==> src/rtl/turkey_sensor_driver_if.sv <==
// Sensor-driver bundle: start/dir/dwell request side plus beam pair, status and sent counters.
// Latency: none, plain wires; the driver registers every output it places on this bundle.
// Backpressure: none; start is a level request honoured only while the driver is idle. TURKEY_BACKOUT_EN adds backout.
interface turkey_sensor_driver_if #(
   parameter int DWELL_W = 8,
   parameter int CNT_W   = 8
);
   logic               start;
   logic               dir;
   logic [DWELL_W-1:0] dwell;
`ifdef TURKEY_BACKOUT_EN
   logic               backout;
`endif
   logic               L;
   logic               R;
   logic               busy;
   logic               done;
   logic [CNT_W-1:0]   lr_sent;
   logic [CNT_W-1:0]   rl_sent;

`ifdef TURKEY_BACKOUT_EN
   // Driver side: takes the request, produces beams and status
   modport master (input start, dir, dwell, backout,
                   output L, R, busy, done, lr_sent, rl_sent);
   // Requester / beam consumer side
   modport slave  (output start, dir, dwell, backout,
                   input L, R, busy, done, lr_sent, rl_sent);
`else
   // Driver side: takes the request, produces beams and status
   modport master (input start, dir, dwell,
                   output L, R, busy, done, lr_sent, rl_sent);
   // Requester / beam consumer side
   modport slave  (output start, dir, dwell,
                   input L, R, busy, done, lr_sent, rl_sent);
`endif
endinterface

==> src/rtl/turkey_sensor_driver.sv <==
// Turkey-gate stimulus: plays one crossing on active-low beams L/R (ENTER, BOTH, EXIT, CLEAR).
// Latency: beams show ENTER one cycle after start is sampled in IDLE; crossing = 3*max(dwell,1)+1 cycles.
// Backpressure: start ignored while busy (not queued). TURKEY_BACKOUT_EN adds a retreat sequence, uncounted.
module turkey_sensor_driver #(
   parameter int DWELL_W = 8,
   parameter int CNT_W   = 8
) (
   input  logic                  clk,
   input  logic                  reset_n,
   turkey_sensor_driver_if.master bus
);

   typedef enum logic [2:0] {IDLE, ENTER, BOTH, EXIT, CLEAR} state_t;

   state_t             state_q;
   logic               L_q, R_q, busy_q, done_q;
   logic               dir_q;
   logic               retreat_q;      // second ENTER of a backout sequence
   logic [DWELL_W-1:0] dwell_q;        // effective dwell, never zero
   logic [DWELL_W-1:0] cnt_q;
   logic [CNT_W-1:0]   lr_q, rl_q;

   logic [DWELL_W-1:0] dwell_ld_d;
   logic               phase_end;
   logic               backout_now;

   // dwell = 0 behaves as 1 so every phase is visible for at least one cycle
   assign dwell_ld_d = (bus.dwell == '0) ? DWELL_W'(1) : bus.dwell;
   assign phase_end  = (cnt_q == DWELL_W'(1));

`ifdef TURKEY_BACKOUT_EN
   logic backout_q;

   // Latch the retreat request together with the accepted start
   always_ff @(posedge clk or negedge reset_n) begin
      if (!reset_n) begin
         backout_q <= 1'b0;
      end else if (state_q == IDLE && bus.start) begin
         backout_q <= bus.backout;
      end
   end

   assign backout_now = backout_q;
`else
   assign backout_now = 1'b0;
`endif

   // Crossing sequencer with registered beams, status and sent counters
   always_ff @(posedge clk or negedge reset_n) begin
      if (!reset_n) begin
         state_q   <= IDLE;
         L_q       <= 1'b1;
         R_q       <= 1'b1;
         busy_q    <= 1'b0;
         done_q    <= 1'b0;
         dir_q     <= 1'b0;
         retreat_q <= 1'b0;
         dwell_q   <= '0;
         cnt_q     <= '0;
         lr_q      <= '0;
         rl_q      <= '0;
      end else begin
         done_q <= 1'b0;
         case (state_q)
            IDLE: begin
               if (bus.start) begin
                  state_q   <= ENTER;
                  dir_q     <= bus.dir;
                  dwell_q   <= dwell_ld_d;
                  cnt_q     <= dwell_ld_d;
                  retreat_q <= 1'b0;
                  busy_q    <= 1'b1;
                  // entry side blocked first: left for dir 0, right for dir 1
                  L_q       <= bus.dir;
                  R_q       <= ~bus.dir;
               end
            end
            ENTER: begin
               if (!phase_end) begin
                  cnt_q <= cnt_q - DWELL_W'(1);
               end else if (retreat_q) begin
                  // turkey backed out: finish without counting it
                  state_q <= CLEAR;
                  cnt_q   <= '0;
                  L_q     <= 1'b1;
                  R_q     <= 1'b1;
                  done_q  <= 1'b1;
               end else begin
                  state_q <= BOTH;
                  cnt_q   <= dwell_q;
                  L_q     <= 1'b0;
                  R_q     <= 1'b0;
               end
            end
            BOTH: begin
               if (!phase_end) begin
                  cnt_q <= cnt_q - DWELL_W'(1);
               end else if (backout_now) begin
                  state_q   <= ENTER;
                  retreat_q <= 1'b1;
                  cnt_q     <= dwell_q;
                  L_q       <= dir_q;
                  R_q       <= ~dir_q;
               end else begin
                  state_q <= EXIT;
                  cnt_q   <= dwell_q;
                  L_q     <= ~dir_q;
                  R_q     <= dir_q;
               end
            end
            EXIT: begin
               if (!phase_end) begin
                  cnt_q <= cnt_q - DWELL_W'(1);
               end else begin
                  state_q <= CLEAR;
                  cnt_q   <= '0;
                  L_q     <= 1'b1;
                  R_q     <= 1'b1;
                  done_q  <= 1'b1;
                  if (dir_q) rl_q <= rl_q + CNT_W'(1);
                  else       lr_q <= lr_q + CNT_W'(1);
               end
            end
            CLEAR: begin
               state_q <= IDLE;
               busy_q  <= 1'b0;
            end
            default: begin
               state_q <= IDLE;
               L_q     <= 1'b1;
               R_q     <= 1'b1;
               busy_q  <= 1'b0;
            end
         endcase
      end
   end

   assign bus.L       = L_q;
   assign bus.R       = R_q;
   assign bus.busy    = busy_q;
   assign bus.done    = done_q;
   assign bus.lr_sent = lr_q;
   assign bus.rl_sent = rl_q;

endmodule

==> src/flat_wrapper.sv <==
// flat-port wrapper written by rule: the top's interface ports become plain ports
module turkey_sensor_driver_flat 
#(
   parameter int DWELL_W = 8,
   parameter int CNT_W   = 8
)
  (clk, reset_n, bus_start, bus_dir, bus_dwell, bus_L, bus_R, bus_busy, bus_done, bus_lr_sent, bus_rl_sent);
  turkey_sensor_driver_if #(.DWELL_W(DWELL_W), .CNT_W(CNT_W)) bus_i ();
  input  logic clk;
  input  logic reset_n;
  input wire logic [$bits(bus_i.start)-1:0] bus_start;
  input wire logic [$bits(bus_i.dir)-1:0] bus_dir;
  input wire logic [$bits(bus_i.dwell)-1:0] bus_dwell;
  output wire logic [$bits(bus_i.L)-1:0] bus_L;
  output wire logic [$bits(bus_i.R)-1:0] bus_R;
  output wire logic [$bits(bus_i.busy)-1:0] bus_busy;
  output wire logic [$bits(bus_i.done)-1:0] bus_done;
  output wire logic [$bits(bus_i.lr_sent)-1:0] bus_lr_sent;
  output wire logic [$bits(bus_i.rl_sent)-1:0] bus_rl_sent;
  assign bus_i.start = bus_start;
  assign bus_i.dir = bus_dir;
  assign bus_i.dwell = bus_dwell;
  assign bus_L = bus_i.L;
  assign bus_R = bus_i.R;
  assign bus_busy = bus_i.busy;
  assign bus_done = bus_i.done;
  assign bus_lr_sent = bus_i.lr_sent;
  assign bus_rl_sent = bus_i.rl_sent;
  turkey_sensor_driver #(.DWELL_W(DWELL_W), .CNT_W(CNT_W)) u_core (.clk(clk), .reset_n(reset_n), .bus(bus_i));
endmodule
==> config.mk <==
export PLATFORM = sky130hd
export DESIGN_NAME = turkey_sensor_driver_flat
export DESIGN_NICKNAME = d
export VERILOG_FILES = /design/src/rtl/turkey_sensor_driver_if.sv /design/src/rtl/turkey_sensor_driver.sv /design/src/flat_wrapper.sv
export SDC_FILE = /design/constraint.sdc
export NUM_CORES = 1
export LEC_CHECK = 0
export CORE_AREA = 2 2 75 77
export DETAILED_ROUTE_END_ITERATION = 10
export DIE_AREA = 0 0 77 79
export SYNTH_ARGS = -nofsm -noshare
export SYNTH_HDL_FRONTEND = slang
export SYNTH_SLANG_ARGS = --single-unit
==> constraint.sdc <==
create_clock -name clk -period 5.66 [get_ports clk]
set_clock_uncertainty 0.1 [all_clocks]
set_input_delay 1.132 -clock clk [delete_from_list [all_inputs] [get_ports clk]]
set_output_delay 1.132 -clock clk [all_outputs]
set_load 0.02 [all_outputs]
==> summary.md <==
| Metric | Value |
|---|---|
| Outcome | `complete, no violations` |
| Largest stage delay on the critical path | `0.70 ns` |
| Final std cells w/o fill | `around 320` |
| Clk sinks | `40` |
| Violation count after the first detailed-route iteration | `around 150` |
| Fmax | `0.359 GHz` |
| Worst IR Drop VDD | `~180 uV` |
| Finish-stage setup viols | `0` |
| Aggregate negative setup slack | `0 ns` |
| CTS max path bufs | `2` |
| Largest family of logic cells by synthesized area | `simple AND/OR/NAND/NOR gates` |
| Post-synthesis cell area | `0.00209 mm2` |
| Latest clock arrival within the worst-skew pair | `about 0.29 ns` |
| Slew Limit Fails | `0` |
| Post-Synth Adder-Cell Area | `between 2 and 2.5%` |
| Routability Congestion | `0.857` |
| CP required | `5.79 ns` |
| Clock Pin Slew Worst Setup and Hold Paths | `0.08 ns` |
| Synth Area in Simple Gates | `between 20% and 30%` |
| Internal power | `roughly 630 uW` |
| Tot Pwr | `roughly 1.0 mW` |
| Core ar. | `around 0.0053 mm2` |
| Die height | `approximately 79 um` |
| Synth unique cells | `44` |
| Vias per cell | `5.19` |
| Seq pwr share | `46.3%` |
| Crit-path leading delay family | `simple AND/OR/NAND/NOR gates` |
| Max-cap violations | `0` |
| Synth Area in Compound Gates | `11.5%` |
| Post-synth top area share | `a little under half` |
| Vias in the first global route | `1,667` |
| Routed vias | `about 1.6k` |
| Xor/xnor share of the synthesized area | `under 10%` |
| Congestion Overflow GR | `0` |
| Syn_nets | `between 200 and 250` |
| P&R area growth vs syn | `22.4%` |
| Clock share of power | `between 20% and 30%` |
| Starting Density | `39.2%` |
| CTS root buffer | `clkbuf_8` |
| Layout cells sized above 1 | `under 10%` |
| Hold crit path type | `reg2reg` |
| Most common cell in the netlist | `nand2_1` |
| Fin crit share | `49.1%` |
| CP Max Fanout | `8` |
| Diodes inserted | `0` |
| First-pass GRT wire length | `between 8000 and 9000 um` |
| Initial antenna violation count | `0` |
| Share of power burned in combinational logic | `between 30% and 40%` |
| Synth top cells by count | `nand2_1, dfrtp_1, xor2_1` |
| Synth warn | `0` |
| CTS resizes | `0` |
| Hold-fix buffers, CTS | `0` |
| Leakage power | `approximately 1.2 nW` |
| Fill count | `between 500 and 600` |
| Row Count | `27` |
| Largest net degree at the start of global routing | `41` |
| Max-slew headroom | `approximately two fifths` |
| PD cells | `about 390 mW/mm2` |
| Unrepaired setup endpoints after global routing | `false` |
| CP cell instances | `clkdlybuf4s50_1, nor4b_2, a21oi_1, a22oi_1, o21a_1` |
| Total placed cells including tap cells | `roughly 300` |
| Final ANT Viol Nets | `0` |
| DP HPWL | `~3200 um` |
| Slowest CP cell | `nor4b_2` |
| Psw | `roughly 370 uW` |
| Die ar. | `just over 0.006 mm2` |
| Top Ports | `32` |
| Final hold violation count | `0` |
| Die W | `just under 80 um` |
| Total track usage | `between 15 and 20%` |
| Crit path DAT | `2.92 ns` |
| IO buf count | `31` |
| Switching share of power | `roughly 37%` |
| Most used DFF post-synth | `dfrtp_1` |
| CTS tree | `yes` |
| Final wirelength | `4600 um` |
| Wire per inst | `14.5 um` |
| Nets@finish | `260` |
| Cell taking the most area after synthesis | `dfrtp_1` |
| H-tree depth | `2` |
| Post-synth EDFFs | `0` |
| Post-route DRC | `0` |
| Ys async rst share | `between 90% and 100%` |
| CTS Buf Count | `5` |
| Post-CTS Setup Bufs | `0` |
| Worst-Margin Slew | `between 0.8 and 0.9 ns` |
| Worst setup EP type | `flip-flop` |
| Setup CP Type | `in2reg` |
| DRT Pass-1 Iters | `4` |
| Syn Area/Cell | `9.82 um2` |
| Mux cell area share after synthesis | `between 2 and 2.5%` |
| Cells after synthesis | `213` |
| Yosys reg bits | `40` |
| Register area share after synthesis | `around 48%` |
| Final Critical Period | `about 2.8 ns` |
| Buf/Inv on CP | `1` |
| Nature of the critical path startpoint | `input port` |
| Synth area leaders | `dfrtp_1, nand2_1, xor2_1` |
state kept, by name, summed over array words and instances (netlist names):
| signal | flops |
|---|---|
| u_core.state_q | 3 |
| u_core.bus.rl_sent | 8 |
| u_core.dwell_q | 8 |
| u_core.bus.L | 1 |
| u_core.bus.done | 1 |
| u_core.cnt_q | 8 |
| u_core.bus.busy | 1 |
| u_core.bus.R | 1 |
| u_core.bus.lr_sent | 8 |
| u_core.dir_q | 1 |
metal layers:
| metal | wire, um | global-route usage (%) | vias up |
|---|---|---|---|
| li1 | - | - | 816 |
| met1 | 2220 | 22.5 | 786 |
| met2 | 2160 | 27.4 | 37 |
| met3 | 172 | 3.64 | 6 |
| met4 | 52 | 5.36 | 0 |
| met5 | 0 | 0 | - |
stage by stage:
stage,cell area (um2),util [%],hold slack [ns],setup WS (ns)
after floorplan,2090,-,0.337,3.50
after global placement,2450,45.9,0.355,2.69
after detailed placement,2450,45.9,0.356,2.58
after CTS,2560,47.9,0.372,2.89
after global routing,2560,47.9,0.388,2.70
final,2560,47.9,0.367,2.88
cell usage in the layout, fill, tap and decap left out, types with 2 or more instances in the layout:
| master | instances |
|---|---|
| a21o_1 | 4 |
| a21oi_1 | 7 |
| a31oi_1 | 6 |
| a32oi_1 | 2 |
| and3_1 | 2 |
| clkbuf_8 | 5 |
| clkdlybuf4s50_1 | 30 |
| dfrtp_1 | 38 |
| dfstp_2 | 2 |
| ha_1 | 4 |
| inv_1 | 6 |
| mux2_2 | 2 |
| mux2i_1 | 2 |
| nand2_1 | 40 |
| nand2b_1 | 2 |
| nand3_1 | 7 |
| nand3b_1 | 2 |
| nand4_1 | 8 |
| nor2_1 | 11 |
| nor2b_1 | 2 |
| nor3_1 | 7 |
| nor3b_1 | 3 |
| nor4_1 | 2 |
| nor4_4 | 2 |
| o21ai_0 | 7 |
| o21ba_2 | 2 |
| o22ai_1 | 4 |
| xnor2_1 | 7 |
| xor2_1 | 12 |
worst paths after layout:
path / start / end / slack (ns) / cells after the start
worst max-delay path: bus_start / u_core.cnt_q[7] / 2.88 / 5
worst min-delay path: u_core.bus.rl_sent[7] / u_core.bus.rl_sent[7] / 0.37 / 1
worst max register to register: u_core.cnt_q[1] / u_core.bus.rl_sent[7] / 3.27 / 6
worst min register to register: u_core.bus.rl_sent[7] / u_core.bus.rl_sent[7] / 0.37 / 1
max in group asynchronous: reset_n / u_core.cnt_q[7] / 4.05 / 1
min in group asynchronous: reset_n / u_core.bus.done / 0.86 / 1
power by group through the flow:
stage | logic, mW | registers (mW) | clock network (mW)
floorplan | 0.248 | 0.434 | 0
global placement | 0.300 | 0.466 | 0
detailed placement | 0.305 | 0.469 | 0
CTS | 0.307 | 0.463 | 0.242
global route | 0.348 | 0.478 | 0.257
finish | 0.305 | 0.463 | 0.232
cells by family after synthesis:
logic type      Yosys count
compound gates           37
xor+xnor                 19
fa+ha+maj                 4
buf+inv                  13
flops                    40
mux                       4
simple gates             96
final cells by class:
type / count / area [um2] / share of cell area (%)
multi-input combinational: 160 / 1030 / 40.1
tap: 72 / 90.1 / 3.52
timing repair buffer: 31 / 305 / 11.9
inverter: 6 / 22.5 / 0.880
sequential: 40 / 1000 / 39.2
clock buffer: 5 / 68.8 / 2.69
clock inverter: 3 / 42.5 / 1.66
No activity file was read; power rests on OpenSTA's default activity.
